==> src/rtl/irq_vector_responder.sv <==
// 68k interrupt responder: encodes device requests onto IPL and answers IACK cycles
// with a vectored byte (DTACK), an autovector (VPA) or a bus error for spurious levels.
module irq_vector_responder #(
  parameter int unsigned WAIT_STATES  = 1,
  parameter logic [7:0]  VEC_BASE     = 8'h40,
  parameter logic [6:0]  AUTOVEC_MASK = 7'b0000000
) (
  input  logic       i_CLK,
  input  logic       i_RST,
  input  logic [6:0] i_IRQ,
  input  logic       i_AS_n,
  input  logic [2:0] i_FC,
  input  logic       i_A19,
  input  logic [2:0] i_A_LOW,
  output logic [2:0] o_IPL_n,
  output logic       o_DTACK_n,
  output logic       o_VPA_n,
  output logic       o_BERR_n,
  output logic [7:0] o_D,
  output logic       o_D_OE,
  output logic [6:0] o_ACK
);

  localparam logic       NO_WAIT = (WAIT_STATES == 0);
  localparam logic [3:0] WS_LAST = NO_WAIT ? 4'd0 : 4'(WAIT_STATES - 1);

  typedef enum logic [1:0] {S_IDLE, S_DECODE, S_WAIT, S_ACK} state_t;
  typedef enum logic [1:0] {P_VEC, P_AUTO, P_SPUR} path_t;

  state_t     r_state;
  path_t      r_path;
  logic [6:0] r_irq_s1, r_irq_s2;
  logic       r_as_s1, r_as_s2;
  logic       r_armed;
  logic [2:0] r_lvl;
  logic [3:0] r_cnt;
  logic [2:0] r_ipl_n;
  logic       r_dtack_n, r_vpa_n, r_berr_n, r_d_oe;
  logic [7:0] r_d;
  logic [6:0] r_ack;

  logic       w_iack;
  logic [6:0] w_lvl_oh;
  logic [7:0] w_vector;
  path_t      w_path;
  path_t      w_path_sel;
  logic       w_go_ack;

  function automatic logic [2:0] f_prio(input logic [6:0] req);
    logic [2:0] lvl;
    lvl = 3'd0;
    for (int i = 0; i < 7; i++) begin
      if (req[i]) lvl = 3'(i + 1);
    end
    return lvl;
  endfunction

  // Two-flop synchronisers; left unreset so a strobe held low through reset stays low.
  always_ff @(posedge i_CLK) begin
    r_irq_s1 <= i_IRQ;
    r_irq_s2 <= r_irq_s1;
    r_as_s1  <= i_AS_n;
    r_as_s2  <= r_as_s1;
  end

  assign w_iack   = r_armed && !r_as_s2 && (i_FC == 3'b111) && i_A19 && (i_A_LOW != 3'd0);
  assign w_lvl_oh = 7'b0000001 << (r_lvl - 3'd1);
  assign w_vector = VEC_BASE + {5'b00000, r_lvl};

  always_comb begin
    w_path = P_VEC;
    if ((r_irq_s2 & w_lvl_oh) == 7'd0) w_path = P_SPUR;
    else if ((AUTOVEC_MASK & w_lvl_oh) != 7'd0) w_path = P_AUTO;
    w_path_sel = (r_state == S_DECODE) ? w_path : r_path;
    w_go_ack   = !r_as_s2 && (((r_state == S_DECODE) && NO_WAIT) ||
                              ((r_state == S_WAIT) && (r_cnt == 4'd0)));
  end

  always_ff @(posedge i_CLK) begin
    if (i_RST) begin
      r_state   <= S_IDLE;
      r_path    <= P_VEC;
      r_armed   <= 1'b0;
      r_lvl     <= 3'd0;
      r_cnt     <= 4'd0;
      r_ipl_n   <= 3'b111;
      r_dtack_n <= 1'b1;
      r_vpa_n   <= 1'b1;
      r_berr_n  <= 1'b1;
      r_d       <= 8'h00;
      r_d_oe    <= 1'b0;
      r_ack     <= 7'd0;
    end else begin
      r_ack <= 7'd0;
      if (r_as_s2) r_armed <= 1'b1;
      unique case (r_state)
        S_IDLE: begin
          r_ipl_n <= ~f_prio(r_irq_s2);
          if (w_iack) begin
            r_lvl   <= i_A_LOW;
            r_state <= S_DECODE;
          end
        end
        S_DECODE: begin
          r_path  <= w_path;
          r_cnt   <= WS_LAST;
          r_state <= r_as_s2 ? S_IDLE : S_WAIT;
        end
        S_WAIT: begin
          if (r_as_s2) r_state <= S_IDLE;
          else if (r_cnt != 4'd0) r_cnt <= r_cnt - 4'd1;
        end
        S_ACK: begin
          if (r_as_s2) begin
            r_dtack_n <= 1'b1;
            r_vpa_n   <= 1'b1;
            r_berr_n  <= 1'b1;
            r_d_oe    <= 1'b0;
            r_d       <= 8'h00;
            r_state   <= S_IDLE;
          end
        end
        default: r_state <= S_IDLE;
      endcase
      // Entering ACK overrides the WAIT transition chosen above.
      if (w_go_ack) begin
        r_state <= S_ACK;
        unique case (w_path_sel)
          P_VEC: begin
            r_d       <= w_vector;
            r_d_oe    <= 1'b1;
            r_dtack_n <= 1'b0;
            r_ack     <= w_lvl_oh;
          end
          P_AUTO: begin
            r_vpa_n <= 1'b0;
            r_d_oe  <= 1'b0;
            r_ack   <= w_lvl_oh;
          end
          default: r_berr_n <= 1'b0;
        endcase
      end
    end
  end

  assign o_IPL_n   = r_ipl_n;
  assign o_DTACK_n = r_dtack_n;
  assign o_VPA_n   = r_vpa_n;
  assign o_BERR_n  = r_berr_n;
  assign o_D       = r_d;
  assign o_D_OE    = r_d_oe;
  assign o_ACK     = r_ack;

endmodule

==> config.mk <==
export PLATFORM = sky130hd
export DESIGN_NAME = irq_vector_responder
export DESIGN_NICKNAME = d
export VERILOG_FILES = /design/src/rtl/irq_vector_responder.sv
export SDC_FILE = /design/constraint.sdc
export NUM_CORES = 1
export LEC_CHECK = 0
export ABC_AREA = 1
export BUFFER_PORTS_ARGS = -buffer_cell sky130_fd_sc_hd__buf_2
export CAP_MARGIN = 10
export CORE_MARGIN = 10
export CORE_UTILIZATION = 52
export DETAILED_ROUTE_END_ITERATION = 12
export GPL_TIMING_DRIVEN = 0
export PLACE_DENSITY = 0.84
export SLEW_MARGIN = 20
export SYNTH_ARGS = -nofsm -noshare
export SYNTH_HDL_FRONTEND = slang
export SYNTH_SLANG_ARGS = --single-unit
==> constraint.sdc <==
create_clock -name i_CLK -period 1.9 [get_ports i_CLK]
set_input_delay 0.57 -clock i_CLK [delete_from_list [all_inputs] [get_ports i_CLK]]
set_output_delay 0.57 -clock i_CLK [all_outputs]
set_load 0.1 [all_outputs]
# Word-level counts from Yosys, hierarchy flattened
# Index checks and enable logic that the tools add are counted.
# word_totals
register_bits	50
latchBits	0
mem_bits_rw	0
rom_bits	0
output_inout_bits	22
word_cells	92
n_memories	0
# op_classes
n_addsub	3
mul	0
n_div	0
n_lt_le_gt_ge	0
eq_ne	9
shifts	1
muxes	39
bitwise	4
reduce_logical	20
# ops
operator	n
$mux 8	4
$mux 3	8
$mux 1	16
$mux 2	6
$add 7x3->8 const A	1
$mux 4	2
$pmux 4 s2	1
$and 7x7->7	1
$logic_not 7->1	1
$shl 1x3->7 const A	1
$logic_and 1x1->1	6
$pmux 2 s3	1
$eq 2x1->1 const B	2
$eq 2x2->1 const B	2
$logic_not 2->1	2
$logic_not 4->1	1
$reduce_and 2->1	2
$reduce_bool 4->1	1
$reduce_or 2->1	2
$sub 4x1->4 const B	1
$eq 3x3->1 const B	1
$ne 3x1->1 const B	1
$ne 3x3->1 const B	1
$not 3->3	1
other kinds (10)	11

# Longest topological paths before layout
# Gate-level depths: netlist of run 1.
# logic_depth
word_depth	10
depth_mapped	11

# Worst setup path after synthesis of run 1
# OpenSTA, ideal clock, no wires.
# synth_timing
path_type	reg-to-output
startpoint	reg r_d[3] (netlist: o_D[3])
endpoint	out o_D[3]
arrival_ps	925
required_ps	1330
path_slack_ps	405
path_stages_with_launch	1
path_buffers	0
cell_sequence	dfxtp_1
# synth_lines
element	line	rtl
start, declared	39	logic [7:0] r_d;
start signal, assigned	130	r_d <= w_vector;
end, declared	19	output logic [7:0] o_D,
# No word-level cell between the ends.

# Worst setup path in the final report of run 1
# layout_timing
startpoint	reg r_d[2] (netlist: o_D[2])
endpoint	out o_D[2]
# No word-level cell between the ends.

==> results of run 1 <==
routing by layer:
layer	global-route usage (%)	share of wire [%]
met5	0	0
met1	14.2	47
met2	17.5	42
met3	6.53	9.1
met4	4.84	1.6
where the power goes:
part / total, mW / switching [mW] / internal (mW)
Clock: 0.639 / 0.352 / 0.287
Combinational: 0.0954 / 0.0697 / 0.0257
Sequential: 1.09 / 0.0119 / 1.07
Total: 1.82 / 0.434 / 1.39
per-stage QoR:
stage / total power [mW] / cell area [µm²]
CTS: 1.83 / 2120
finish: 1.82 / 2120
detailed placement: 1.20 / 2040
global placement: 1.20 / 2040
global route: 1.89 / 2120
floorplan: 1.17 / 1800
cell families after synthesis:
logic type,count (synthesis)
AO/OA/AOI/OAI,25
adder cells (fa/ha/maj),1
buffers and inverters,34
flip-flops,50
AND/OR/NAND/NOR,98
worst paths after layout:
check                                           start  depth (start not counted)                    end  slack, ns
worst max-delay path                o_D[2]$_SDFF_PP0_                          1                 o_D[2]       0.16
worst min-delay path                         i_IRQ[3]                          1    r_irq_s1[3]$_DFF_P_       0.28
worst max register to register  r_cnt[0]$_SDFFE_PP0P_                          8  r_cnt[2]$_SDFFE_PP0P_       0.35
worst min register to register    r_irq_s1[3]$_DFF_P_                          0    r_irq_s2[3]$_DFF_P_       0.34
area by class of cell:
type / count / share of cell area [%]
Sequential cell: 50 / 47.1
Tap cell: 46 / 2.71
Multi-Input combinational cell: 124 / 31.2
Clock buffer: 5 / 1.77
Clock inverter: 3 / 2.24
Inverter: 30 / 5.30
Buffer: 4 / 0.942
Timing Repair Buffer: 37 / 8.72
sequential cells by signal, summed over array words and instances, names as in the netlist:
name	cells
o_ACK	7
o_BERR_n	1
o_D	8
o_DTACK_n	1
o_D_OE	1
o_IPL_n	3
o_VPA_n	1
r_armed	1
r_as_s1	1
r_as_s2	1
r_cnt	4
r_irq_s1	7
r_irq_s2	7
r_lvl	3
r_path	2
r_state	2
Yosys cell counts, drive strengths merged:
cell    count  share of area, %
ha          1              0.70
o21ai       9               2.5
nand4       8               2.8
dfxtp      50                56
nor3        6               1.7
or3         1              0.35
a21oi      15               4.4
o22ai       1              0.35
buf         2              0.70
clkbuf      2              0.42
inv        30               6.3
nand3      17               5.4
nand2      37               9.3
nor2       29               9.5
==> results_dict.tcl, run 1 <==
set metrics [dict create \
    cts_tree "built" \
    muxShareOfSynthArea_pct 0 \
    yosysSeqAreaShare_pct 55.7 \
    power.leakage_nw 0.993 \
    crit_path_end_kind "output pin" \
    cts.sinks 50 \
    wl_per_cell_um 11.8 \
    dpl.cell_count 291 \
    grt_pass1_wl_um 6080 \
    clk_path_buf_depth 2 \
    grt_pass1_vias 1388 \
    drive_gt1_share_pct 29.6 \
    synth_adder_area_share_pct 0.696 \
    htree_levels 2 \
    final_cells 299 \
    seqCellArea_um2 1000 \
    slowest_stage "buf_2" \
    hold_buffers 0 \
    rows 21 \
    rsz0062_at_grt "no" \
    cts_buffers 5 \
    worstMarginPinSlew_ns 0.499 \
    synth_compound_gate_area_share_pct 7.24 \
    final_cell_mix "dfxtp_1 (50), buf_2 (38), nand2_1 (32)" \
    syn2layout_area_growth_pct 18.2 \
    hp-class "in -> reg" \
    hold_ws_ns 0.279 \
    period_share_pct 91.6 \
    syn-num-nets 226 \
    ant_nets 0 \
    track_usage_pct 12.0 \
    multi_input_area_um2 663 \
    clk_pin_slew_ns 0.15 \
    io_buffers 37 \
    syn-cell-area_um2 1800 \
    clock.fmax_mhz 574 \
    finalWeightedCongestion 0.807 \
    drv_cap 0 \
    synth_cells 208 \
    syn_area_per_cell_um2 8.64 \
    cp_max_fo 2 \
    fin_setup_tns_ns 0 \
    relSlewSlack_pct 66.9 \
    arrival_ns 1.17 \
    ys_ff_latch 50 \
    cts_resized 0 \
    final-setup-viol-count 0 \
    layout_min_cycle_time_ns 1.74 \
    yosys_warnings 0 \
    root_buffer "clkbuf_4" \
    io_pins 39 \
    vdd_drop_max_uv 655 \
    routed_via_density 4.72 \
    synth_top_family_by_area "simple AND/OR/NAND/NOR gates" \
    drcViolationCount 0 \
    die_h_um 78.8 \
    worst_slack_ns 0.159 \
    place_hpwl_um 2730 \
    drt_iter0_markers 85 \
    status "finished, final reports clean" \
    hold_viol 0 \
    path_buf_inv 1 \
    antenna_found_initial 0 \
    cpLargestDelayFamily "buffers and inverters" \
    synth-simple-area-share_pct 29.0 \
    antenna_cells 0 \
    synthXorXnorAreaFrac_pct 0 \
    dieWidth_um 78.8 \
    num_vias 1410 \
    grt-ovfl-total 0 \
    report.final.slew_viol_count 0 \
    finClkSkew_ns 0.00690 \
    path_cells "buf_2" \
    post-cts-setup-buffers 0 \
    pwr_density_cell_nw_per_um2 857 \
    insertion_delay_ns 0.37 \
    place_ws_ns 0.179 \
    coreArea_um2 3340 \
    fin_nets 270 \
    start_util_pct 53.8 \
    drt-total-wl_um 3530 \
    first_pass_iters 4 \
    critPathKind "reg -> out" \
    grt_max_degree 18 \
    die_area_um2 6210 \
    utilization_pct 63.7 \
    cp-start-kind "flop" \
    critPathMaxStageDelay_ns 0.43 \
    fill_cells 286 \
    cp.required_ns 1.33 \
    yosysUniqueCellTypes 24 \
    layout_commonest_cell "dfxtp_1" \
]
No activity file was read; power rests on OpenSTA's default activity.
==> inputs of run 2 (changes only) <==
--- a/config.mk
+++ b/config.mk
@@ -12,7 +12,9 @@
 export CORE_UTILIZATION = 52
 export DETAILED_ROUTE_END_ITERATION = 12
 export GPL_TIMING_DRIVEN = 0
+export MAX_ROUTING_LAYER = met4
 export PLACE_DENSITY = 0.84
+export RECOVER_POWER = 100
 export SLEW_MARGIN = 20
 export SYNTH_ARGS = -nofsm -noshare
 export SYNTH_HDL_FRONTEND = slang
==> run 2 against run 1 <==
- sequential cell count is the same
- largest power group unchanged
- critical endpoint unchanged
- clock skew grew 0.0026 ns
- worst setup slack lost 0.035 ns
- sequential power is essentially flat
- via count grew 0.99%
- wire length grew 0.79%
- highest routed layer unchanged
- largest cell class unchanged
- critical path type unchanged
==> results_dict.tcl, run 2 (synthesized netlist as in run 1, its figures left out) <==
set metrics [dict create \
    cp-start-kind "flop" \
    cp.required_ns 1.33 \
    pwr_density_cell_nw_per_um2 867 \
    cpLargestDelayFamily "buffers and inverters" \
    die_area_um2 6210 \
    drcViolationCount 0 \
    cts_tree "built" \
    cts_resized 0 \
    post-cts-setup-buffers 0 \
    drive_gt1_share_pct 27.3 \
    relSlewSlack_pct 63.2 \
    period_share_pct 93.5 \
    slowest_stage "clkbuf_2" \
    p_seq_share_pct 59.7 \
    vdd_drop_max_uv 654 \
    hold_viol 0 \
    r2r_slack_ns 0.25 \
    reg2reg_to "o_ACK[5]$_SDFF_PP0_" \
    top_usage_layer "met2" \
    drt_iter0_markers 96 \
    power.total_mw 1.82 \
    hold_depth 1 \
    layout_commonest_cell "dfxtp_1" \
    io_buffers 37 \
    intPower_mw 1.39 \
    grt_use_met3_pct 5.52 \
    final_cell_mix "dfxtp_1 (50), nand2_1 (34), inv_1 (22), clkbuf_2 (22), nor2_1 (19)" \
    crit_path_end_kind "output pin" \
    largest_reg_flops 8 \
    num_vias 1424 \
    worst_slack_ns 0.124 \
    fin_setup_tns_ns 0 \
    path_buf_inv 1 \
    cts_buffers 5 \
    track_usage_pct 12.3 \
    place_hpwl_um 2730 \
    clk_pin_slew_ns 0.15 \
    gr-usage-met2_pct 17.5 \
    report.final.slew_viol_count 0 \
    first_pass_iters 4 \
    finalWeightedCongestion 0.819 \
    drt-total-wl_um 3560 \
    htree_levels 2 \
    wl_per_cell_um 11.9 \
    grt_pass1_wl_um 6080 \
    hold_end "r_irq_s1[3]$_DFF_P_" \
    hp-class "in -> reg" \
    layout_min_cycle_time_ns 1.78 \
    dieWidth_um 78.8 \
    rows 21 \
    io_pins 39 \
    cp_max_fo 2 \
    rsz0062_at_grt "no" \
    power.leakage_nw 0.983 \
    antenna_found_initial 0 \
    finClkSkew_ns 0.00949 \
    drv_cap 0 \
    grt_pass1_vias 1389 \
    fin_nets 270 \
    cts.sinks 50 \
    dpl.cell_count 291 \
    clk_path_buf_depth 2 \
    grt_max_degree 18 \
    arrival_ns 1.21 \
    worstMarginPinSlew_ns 0.554 \
    path_cells "clkbuf_2" \
    place_ws_ns 0.179 \
    r2r-start "r_lvl[1]$_SDFFE_PP0P_" \
    syn2layout_area_growth_pct 16.8 \
    final_cells 299 \
    clock.fmax_mhz 563 \
    hold_buffers 0 \
    critPathKind "reg -> out" \
    root_buffer "clkbuf_4" \
    critPathMaxStageDelay_ns 0.46 \
    hp-start "i_IRQ[3]" \
    switching_share_pct 23.8 \
    die_h_um 78.8 \
    insertion_delay_ns 0.38 \
    grt-ovfl-total 0 \
    antenna_cells 0 \
    grt_util_met1_pct 14.8 \
    p_clk_share_pct 35.1 \
    start_util_pct 53.8 \
    routed_via_density 4.76 \
    p_sw_mw 0.433 \
    fill_cells 292 \
    final-setup-viol-count 0 \
    r2r_cells 10 \
    coreArea_um2 3340 \
    combPwrFrac_pct 5.2 \
    ant_nets 0 \
    status "finished, final reports clean" \
]
-- run 2: final cells by class --
| cell class | count | area (µm²) | share of cell area [%] |
|---|---|---|---|
| multi-input cells | 124 | 637 | 30.4 |
| inverters | 30 | 113 | 5.37 |
| plain buffers | 4 | 20.0 | 0.954 |
| flip-flops and latches | 50 | 1000 | 47.7 |
| repair buffers | 37 | 185 | 8.83 |
| well taps | 46 | 57.6 | 2.74 |
| clock inverters | 3 | 47.5 | 2.27 |
| clock buffers | 5 | 37.5 | 1.79 |
-- run 2: routing by layer --
| metal | wire length [µm] | vias up | part of all wire [%] |
|---|---|---|---|
| met3 | 271 | 10 | 7.6 |
| li1 | - | 752 | - |
| met4 | 77 | 0 | 2.2 |
| met2 | 1460 | 53 | 41 |
| met5 | 0 | - | 0 |
| met1 | 1760 | 609 | 49 |
-- run 2: worst max-delay path by stage --
stage,start,end,slack [ns],cells past startpoint
finish,o_D[2]$_SDFF_PP0_,o_D[2],0.12,1
global route,o_IPL_n[2]$_SDFFE_PP1N_,o_IPL_n[2],0.06,1
CTS,o_D[2]$_SDFF_PP0_,o_D[2],0.14,1
detailed placement,i_RST,r_cnt[3]$_SDFFE_PP0P_,0.18,5
global placement,i_RST,r_cnt[3]$_SDFFE_PP0P_,0.17,5
floorplan,o_D[3]$_SDFF_PP0_,o_D[3],0.41,0
-- run 2: power groups by stage --
stage	Clock, mW	Sequential (mW)	Combinational, mW
after floorplan	0	1.14	0.0328
after global placement	0	1.11	0.0942
after detailed placement	0	1.11	0.0955
after CTS	0.648	1.09	0.0961
after global routing	0.694	1.09	0.104
final	0.639	1.09	0.0940
-- run 2: stage by stage --
stage / utilization (%) / hold slack [ns] / area [µm²]
2_1_floorplan: - / 0.310 / 1800
3_3_place_gp: 61.1 / 0.311 / 2040
3_5_place_dp: 61.1 / 0.313 / 2040
4_1_cts: 63.7 / 0.266 / 2120
5_1_grt: 62.9 / 0.245 / 2100
6_report: 62.9 / 0.278 / 2100
